## src/rtl/testability_profiler.sv

```systemverilog
// Random-pattern testability profiler: LFSR stimulus, per-net hit counters.
// Optional MISR response compaction when TP_MISR_EN is defined.
module testability_profiler #(
  parameter int             PAT_W     = 16,
  parameter int             NCH       = 4,
  parameter int             CNT_W     = 16,
  parameter int             NPAT_W    = 20,
  parameter logic [PAT_W-1:0] LFSR_POLY = 16'hB400,
  parameter logic [PAT_W-1:0] LFSR_SEED = 16'hACE1
) (
  input  logic                 clk,
  input  logic                 rst_n,
  input  logic                 start,
  input  logic [NPAT_W-1:0]    num_patterns,
  output logic [PAT_W-1:0]     pattern_out,
  input  logic [NCH-1:0]       obs_in,
  output logic                 busy,
  output logic                 done,
  output logic [NCH*CNT_W-1:0] hit_cnt,
  output logic [NCH-1:0]       sat,
  output logic [PAT_W-1:0]     signature
);

  if (NCH < 1 || NCH > PAT_W) begin : g_bad_nch
    $error("testability_profiler: NCH must be in 1..PAT_W");
  end

  // An all-zero seed would lock the LFSR, so substitute 1.
  localparam logic [PAT_W-1:0] SEED =
    (LFSR_SEED == '0) ? PAT_W'(1) : LFSR_SEED;

  typedef enum logic [1:0] {
    IDLE = 2'd0,
    RUN  = 2'd1,
    DONE = 2'd2
  } state_t;

  state_t                    state_q, state_d;
  logic [NPAT_W-1:0]         remaining;
  logic [PAT_W-1:0]          lfsr;
  logic [NCH-1:0][CNT_W-1:0] cnt;
  logic                      accept;

  function automatic logic [PAT_W-1:0] step(
    input logic [PAT_W-1:0] s
  );
    return s[0] ? ((s >> 1) ^ LFSR_POLY) : (s >> 1);
  endfunction

  assign accept      = (state_q == IDLE) && start;
  assign pattern_out = lfsr;
  assign hit_cnt     = cnt;

  // State register.
  always_ff @(posedge clk or negedge rst_n) begin
    if (!rst_n) state_q <= IDLE;
    else        state_q <= state_d;
  end

  // Next-state and status outputs.
  always_comb begin
    state_d = state_q;
    busy    = 1'b0;
    done    = 1'b0;
    unique case (state_q)
      IDLE: begin
        if (start)
          state_d = (num_patterns != '0) ? RUN : DONE;
      end
      RUN: begin
        busy = 1'b1;
        if (remaining == NPAT_W'(1))
          state_d = DONE;
      end
      DONE: begin
        done    = 1'b1;
        state_d = IDLE;
      end
      default: state_d = IDLE;
    endcase
  end

  // Pattern generator, run length and saturating hit counters.
  always_ff @(posedge clk or negedge rst_n) begin
    if (!rst_n) begin
      remaining <= '0;
      lfsr      <= SEED;
      cnt       <= '0;
      sat       <= '0;
    end else if (accept) begin
      remaining <= num_patterns;
      lfsr      <= SEED;
      cnt       <= '0;
      sat       <= '0;
    end else if (state_q == RUN) begin
      remaining <= remaining - NPAT_W'(1);
      lfsr      <= step(lfsr);
      for (int k = 0; k < NCH; k++) begin
        if (obs_in[k]) begin
          if (&cnt[k]) sat[k] <= 1'b1;
          else         cnt[k] <= cnt[k] + CNT_W'(1);
        end
      end
    end
  end

`ifdef TP_MISR_EN
  logic [PAT_W-1:0] misr;

  // Response compactor sharing the stimulus polynomial.
  always_ff @(posedge clk or negedge rst_n) begin
    if (!rst_n)
      misr <= '0;
    else if (accept)
      misr <= '0;
    else if (state_q == RUN)
      misr <= step(misr) ^ PAT_W'(obs_in);
  end

  assign signature = misr;
`else
  assign signature = '0;
`endif

endmodule

```

## config.mk

```make
export PLATFORM = sky130hd
export DESIGN_NAME = testability_profiler
export DESIGN_NICKNAME = d
export VERILOG_FILES = /design/src/rtl/testability_profiler.sv
export SDC_FILE = /design/constraint.sdc
export NUM_CORES = 1
export LEC_CHECK = 0
export CAP_MARGIN = 30
export CORE_ASPECT_RATIO = 0.8
export CORE_UTILIZATION = 25
export CTS_BUF_LIST = sky130_fd_sc_hd__clkbuf_2 sky130_fd_sc_hd__clkbuf_4 sky130_fd_sc_hd__clkbuf_8
export DETAILED_ROUTE_END_ITERATION = 7
export GPL_TIMING_DRIVEN = 0
export PLACE_DENSITY = 0.55
export SYNTH_ARGS = -nofsm -noshare
export SYNTH_HDL_FRONTEND = slang
export SYNTH_SLANG_ARGS = --single-unit
```

## constraint.sdc

```tcl
create_clock -name clk -period 4 [get_ports clk]
set_input_delay 0.8 -clock clk [delete_from_list [all_inputs] [get_ports clk]]
set_output_delay 0.8 -clock clk [all_outputs]
set_load 0.02 [all_outputs]
```

==> results of run 1 <==
-- cell families (layout without fill, tap and decap cells) --
family / after synthesis / count (layout)
compound gates: 128 / 128
xor+xnor: 45 / 45
fa+ha+maj: 6 / 6
buf+inv: 56 / 185
flops: 106 / 106
mux: 12 / 12
other cells: 1 / 17
simple gates: 279 / 279
-- layer usage --
metal  share of wire  GRT usage
met1            0.52      0.230
met2            0.41      0.196
met5               0          0
met3           0.059     0.0291
met4          0.0070     0.0307
-- cell usage in the layout, fill, tap and decap left out, types with 14 or more instances in the layout --
cell type          n
xor2_1            20
nor4_1            19
a21oi_1           23
conb_1            16
nor2_1            71
clkdlybuf4s50_1  111
nor3_1            17
nand2_1           62
buf_4             17
clkbuf_1          14
nand3_1           38
xnor2_1           25
nand4_1           18
dfrtp_1           98
o21ai_0           27
-- worst register-to-register path: stages, from the launching register on --
cell      delay (ns)
dfrtp_1         0.46
o21bai_1        0.37
nor2_1          0.45
buf_2           0.35
buf_1           0.63
nand2_1         0.15
o211ai_1        0.11
-- cell type report --
type                            count  area, um^2
Timing Repair Buffer              113        1150
Buffer                             47         256
Multi-Input combinational cell    486        2980
Antenna cell                        1        2.50
Sequential cell                   106        2660
Fill cell                        2310       15100
Clock buffer                       14         174
Inverter                            9        33.8
Tap cell                          306         383
Clock inverter                      2        37.5
-- power breakdown --
| part | internal [mW] | switching (mW) | leakage [nW] |
|---|---|---|---|
| registers | 1.28 | 0.245 | 1.35 |
| clock network | 0.346 | 0.386 | 0.107 |
| logic | 0.523 | 0.502 | 1.61 |
| total | 2.15 | 1.13 | 3.07 |
-- sequential cells by signal, summed over array words and instances (netlist names) --
signal       cells
hit_cnt         64
pattern_out     16
sat              4
remaining       20
state_q          2
-- worst max path at each step --
stage | start | to | slack (ns) | depth (start not counted)
after floorplan | state_q[0] | done | 1.88 | 4
after detailed placement | start | remaining[19] | 0.36 | 7
final | state_q[1] | busy | 0.37 | 6
after CTS | state_q[1] | busy | 0.32 | 6
after global placement | rst_n | hit_cnt[35] | -2.31 | 1
after global routing | state_q[1] | busy | 0.18 | 6
-- synthesized netlist by cell type (all sizes together), types with 2 or more instances --
cell type / count
nor4b: 3
a22oi: 5
o311a: 2
a221o: 2
nand2b: 7
clkbuf: 14
inv: 9
and3: 5
or3: 11
a221oi: 2
o21ai: 28
dfrtp: 98
buf: 33
nand4b: 2
dfstp: 8
or2: 3
a22o: 11
xor2: 20
nor2: 71
mux2i: 10
nor3b: 2
o22ai: 11
nand3: 38
a21oi: 23
o311ai: 3
and2: 2
nor3: 18
o41ai: 4
a2111oi: 2
o211ai: 10
mux2: 2
and4: 4
nand2: 62
and3b: 2
or4: 4
o2111ai: 3
nand3b: 4
o31ai: 3
xnor2: 25
nand4: 18
nor4: 21
ha: 6
o22a: 13
-- per-stage QoR --
| stage | setup TNS [ns] | setup slack, ns |
|---|---|---|
| 3_5_place_dp | 0 | 0.357 |
| 2_1_floorplan | 0 | 1.88 |
| 3_3_place_gp | -231.48 | -2.31 |
| 4_1_cts | 0 | 0.319 |
| 5_1_grt | 0 | 0.178 |
| 6_report | 0 | 0.372 |
==> impl_summary.txt, run 1 <==
----------------------------------------------------
[Status]
  Outcome ... finished, final reports clean

[Yosys]
  Sequential cell area fraction in the yosys report ... 0.453
  Netlist area before placement ... 0.00588 mm^2
  Post-synthesis sequential element count ... 106
  Syn Inst Count ... 633
  Post-synthesis share of cell area spent on xor and xnor gates ... 0.0671
  Main area contributors after synthesis ... dfrtp_1 42%, nor2_1 4.5%, nand2_1 4.0%, xnor2_1 3.7%, dfstp_2 3.6%
  Commonest register cell after synthesis ... dfrtp_1
  Area share of the largest cell type after synthesis ... 0.417
  Adder and majority gate portion of the synthesized area ... 0.0128
  Number of different library cells in the post-synthesis netlist ... 65
  Fraction of registers with async set or reset after synthesis ... 1.00
  Area share of and/or/nand/nor cells after synthesis ... 0.245
  EDFF count, synth ... 0
  Largest area contributor in the netlist ... dfrtp_1
  Synthesis warning total ... 0
  Synthesized area divided by synthesized cell count ... 9.28 um^2
  Fraction of the mapped netlist area in compound gates ... 0.151
  Share of cell area taken by muxes after synthesis ... 0.0209
  Dominant combinational cell family by area after synthesis ... simple AND/OR/NAND/NOR gates

[Global routing]
  First-pass GRT wire length ... 27.5 mm
  Number of antenna violations at the first check in global routing ... 0
  Largest net degree at the start of global routing ... 69
  Number of global-route vias before repair ... 4740
  GRT Util Overall ... 0.145
  Grt total ovfl ... 0

[Clock network]
  Hold-fix buffer count after cts ... 0
  CTS H-tree lvls ... 3
  Buffer cell driving the clock tree root ... clkbuf_8
  Max clock buf depth ... 2
  Quantity of gates resized following cts ... 0
  Total setup buffers inserted after CTS ... 0
  CTS clock-pin slew for the worst setup and hold paths ... 0.11 ns
  Clock tree from TritonCTS ... done
  Clock insertion delay at the later pin of the skew report ... 0.39 ns
  Clock sink count ... 106
  CTS Buf Count ... 9

[Pwr]
  Leak ... 3.07 nW
  Total Power Consumption ... 3.28 mW
  Power Dens Cells ... 427 mW/mm^2
  Maximum VDD drop ... 0.196 mV

[Worst setup path]
  Top delay family on crit path ... buffers and inverters
  Critical path data arrival time ... 2.83 ns
  Element type at the critical path start ... flop
  Count of cells along the worst register-to-register path ... 6
  Beginning of the worst register-to-register path ... state_q[1]
  Setup CP Type ... flop to output pin
  Delay of the slowest cell on the worst path ... 0.73 ns
  Flop-to-flop setup slack ... 1.41 ns
  Endpoint kind of the worst setup timing path ... output pin
  Buffer and inverter count on the worst path ... 5
  Critical-path maximum fanout ... 10
  Cell occurring most often along the worst timing path ... inv_1
  CP Cell Sequence ... inv_1 -> nand2_1 -> inv_1 -> buf_2 -> buf_1 -> clkdlybuf4s50_1
  Endpoint of the worst register-to-register path ... remaining[19]
  Worst EP required ... 3.20 ns
  Slowest CP cell ... clkdlybuf4s50_1

[Placed design]
  Post-DP Area ... 0.00747 mm^2
  Detailed-placement wirelength estimate ... 12.7 mm
  Port Buf Inserts ... 112
  Total instance count after detailed placement ... 1067
  Placer congestion estimate ... 0.815

[Floorplan]
  Core area ... 0.0227 mm^2
  Floorplan die area ... 0.0241 mm^2
  Die Height ... 139 um
  Width of the die ... 173 um
  Effective utilization at floorplan ... 0.258
  Site Rows ... 49
  Count of pins on the block boundary ... 129

[Layout]
  Fraction of layout cells with a size suffix above 1 ... 0.0824
  P&R area growth vs syn ... 30.7%
  Count of nets after finishing ... 805
  Share of the core filled with cells ... 0.338
  Final non-filler cell total ... 1084
  Cell area after layout ... 0.00768 mm^2

[Timing]
  Worst clock skew ... 0.0142 ns
  Unrepaired setup endpoints after global routing ... false
  Tightest slew margin relative to the limit ... 0.463
  Final cycle utilization of the critical path ... 0.907
  Hold slack ... 0.303 ns
  Final slew viol count ... 0
  F_max ... 276 MHz
  Final hold violation count ... 0
  Least-Margin Pin Slew ... 0.798 ns
  Min Clock Period, post-route ... 3.63 ns
  Setup violations, final ... 0

[Drt]
  DRT antenna net count ... 0
  Total Routed Length ... 17.5 mm
  Number of detailed-routing iterations run before antenna repair ... 7
  Violation count after the first detailed-routing iteration ... 483
  Average wire per cell in the routed design ... 16.1 um
  Number of remaining DRC errors ... 0
  Vias after detailed routing ... 5281
  Mean number of vias per cell ... 4.87

[Job]
  Number of max-capacitance violations reported ... 0

[Hold path]
  Worst hold path class ... input port to asynchronous set/reset pin

----------------------------------------------------
Power figures use the tool's default switching activity.
==> run 2, diff against run 1 <==
--- a/config.mk
+++ b/config.mk
@@ -12,6 +12,7 @@
 export DETAILED_ROUTE_END_ITERATION = 7
 export GPL_TIMING_DRIVEN = 0
 export PLACE_DENSITY = 0.55
+export SETUP_SLACK_MARGIN = 0.4
 export SYNTH_ARGS = -nofsm -noshare
 export SYNTH_HDL_FRONTEND = slang
 export SYNTH_SLANG_ARGS = --single-unit
==> run 2 against run 1 <==
Net effect:
- routed wire length increased by 0.33%
- non-clock buffer count stayed put
- die area unchanged
- sequential share of layout area is essentially flat
- register-to-register slack improved by 0.02 ns
- critical path depth stayed put
- combinational power about the same
- clock power about the same
- cell count is the same
- setup slack improved by 0.27 ns
- global-route usage stayed put
- maximum frequency rose by 8.0%
- critical endpoint unchanged
- largest cell class unchanged
- largest power group unchanged
==> impl_summary.txt, run 2 (synthesis gave the netlist of run 1 again) <==
----------------------------------------------------
[Floorplan]
  Die Height ... 139 um
  Count of pins on the block boundary ... 129
  Effective utilization at floorplan ... 0.258
  Site Rows ... 49
  Core area ... 0.0227 mm^2
  Floorplan die area ... 0.0241 mm^2
  Width of the die ... 173 um

[Status]
  Outcome ... finished, final reports clean

[Drt]
  Mean number of vias per cell ... 4.89
  Average wire per cell in the routed design ... 16.2 um
  Number of detailed-routing iterations run before antenna repair ... 8
  Violation count after the first detailed-routing iteration ... 476
  Vias after detailed routing ... 5301
  Total Routed Length ... 17.5 mm
  DRT antenna net count ... 0
  Number of remaining DRC errors ... 0

[Layout]
  Share of the core filled with cells ... 0.338
  Count of nets after finishing ... 805
  Most common cell after layout, fill and taps aside ... clkdlybuf4s50_1
  Commonest cells after routing, fill and taps aside ... 111 x clkdlybuf4s50_1, 98 x dfrtp_1, 71 x nor2_1, 62 x nand2_1, 38 x nand3_1
  Max FFs per register ... 64
  Fraction of layout cells with a size suffix above 1 ... 0.0849
  Number of inserted filler cells in the final layout ... 2311
  Sequential standard cell area ... 0.00266 mm^2
  Final non-filler cell total ... 1084
  P&R area growth vs syn ... 30.7%
  Multi-input logic area ... 0.00298 mm^2

[Timing]
  Unrepaired setup endpoints after global routing ... false
  Worst clock skew ... 0.0141 ns
  Min Clock Period, post-route ... 3.36 ns
  Least-Margin Pin Slew ... 0.798 ns
  F_max ... 298 MHz
  Final slew viol count ... 0
  Setup violations, final ... 0
  Tightest slew margin relative to the limit ... 0.463
  Final hold violation count ... 0
  Final cycle utilization of the critical path ... 0.840

[Global routing]
  Number of antenna violations at the first check in global routing ... 0
  Number of global-route vias before repair ... 4740
  GRT Util Overall ... 0.145
  Grt total ovfl ... 0
  First-pass GRT wire length ... 27.5 mm
  Largest net degree at the start of global routing ... 69

[Worst setup path]
  Worst EP required ... 3.20 ns
  Buffer and inverter count on the worst path ... 5
  Beginning of the worst register-to-register path ... state_q[1]
  Critical-path maximum fanout ... 10
  Flop-to-flop setup slack ... 1.43 ns
  Critical path data arrival time ... 2.56 ns
  Worst setup path startpoint ... state_q[1]
  Endpoint kind of the worst setup timing path ... output pin
  CP Cell Sequence ... inv_1 -> nand2_1 -> inv_1 -> buf_2 -> buf_2 -> clkdlybuf4s50_1
  Slowest CP cell ... clkdlybuf4s50_1
  Top delay family on crit path ... buffers and inverters
  Delay of the slowest cell on the worst path ... 0.66 ns
  Element type at the critical path start ... flop
  Setup CP Type ... flop to output pin

[Clock network]
  Max clock buf depth ... 2
  Clock tree from TritonCTS ... done
  Clock insertion delay at the later pin of the skew report ... 0.39 ns
  CTS Buf Count ... 9
  Buffer cell driving the clock tree root ... clkbuf_8
  Total setup buffers inserted after CTS ... 0
  Hold-fix buffer count after cts ... 0
  Quantity of gates resized following cts ... 1
  Clock sink count ... 106
  CTS clock-pin slew for the worst setup and hold paths ... 0.11 ns
  CTS H-tree lvls ... 3

[Placed design]
  Port Buf Inserts ... 112
  Detailed-placement wirelength estimate ... 12.7 mm
  Placer congestion estimate ... 0.815
  Total instance count after detailed placement ... 1067

[Pwr]
  Total Power Consumption ... 3.28 mW
  Leak ... 3.07 nW
  Maximum VDD drop ... 0.196 mV
  Power Dens Cells ... 427 mW/mm^2

[Hold path]
  Worst hold path class ... input port to asynchronous set/reset pin

[Job]
  Number of max-capacitance violations reported ... 0

----------------------------------------------------
[run 2: cell types whose count changed in the layout (fill, tap and decap cells not counted)]
cell,change
buf_1,-2
buf_2,+1
clkbuf_2,+1
[run 2: path summary, 6_finish.rpt]
kind	depth (start not counted)	end
setup / recovery	6	busy
hold / removal	1	hit_cnt[52]
setup reg to reg	6	remaining[19]
hold reg to reg	2	pattern_out[7]
max in group asynchronous	2	pattern_out[13]
min in group clk	2	pattern_out[7]
[run 2: final cells by class]
class / instances / share of cell area
repair buffers: 113 / 0.150
clock buffers: 14 / 0.0226
diodes: 1 / 0.000326
plain buffers: 47 / 0.0337
flip-flops and latches: 106 / 0.347
multi-input cells: 486 / 0.388
inverters: 9 / 0.00440
clock inverters: 2 / 0.00489
well taps: 306 / 0.0498
[run 2: metal layers]
metal	track usage	vias up	share of wire
li1	-	2566	-
met1	0.230	2555	0.52
met2	0.196	170	0.41
met3	0.0291	10	0.065
met4	0.0307	0	0.0070
met5	0	-	0
[run 2: power by group]
part	internal, mW	switching, mW
registers	1.28	0.244
clock network	0.346	0.387
logic	0.523	0.503
[run 2: stage by stage]
step / hold slack, ns / area (um^2) / setup TNS (ns) / worst slack, ns
floorplan: 0.475 / 5930 / 0 / 1.88
global placement: 0.495 / 7440 / -231.48 / -2.31
detailed placement: 0.502 / 7470 / 0 / 0.357
CTS: 0.296 / 7680 / 0 / 0.427
global route: 0.316 / 7680 / 0 / 0.451
finish: 0.304 / 7680 / 0 / 0.641
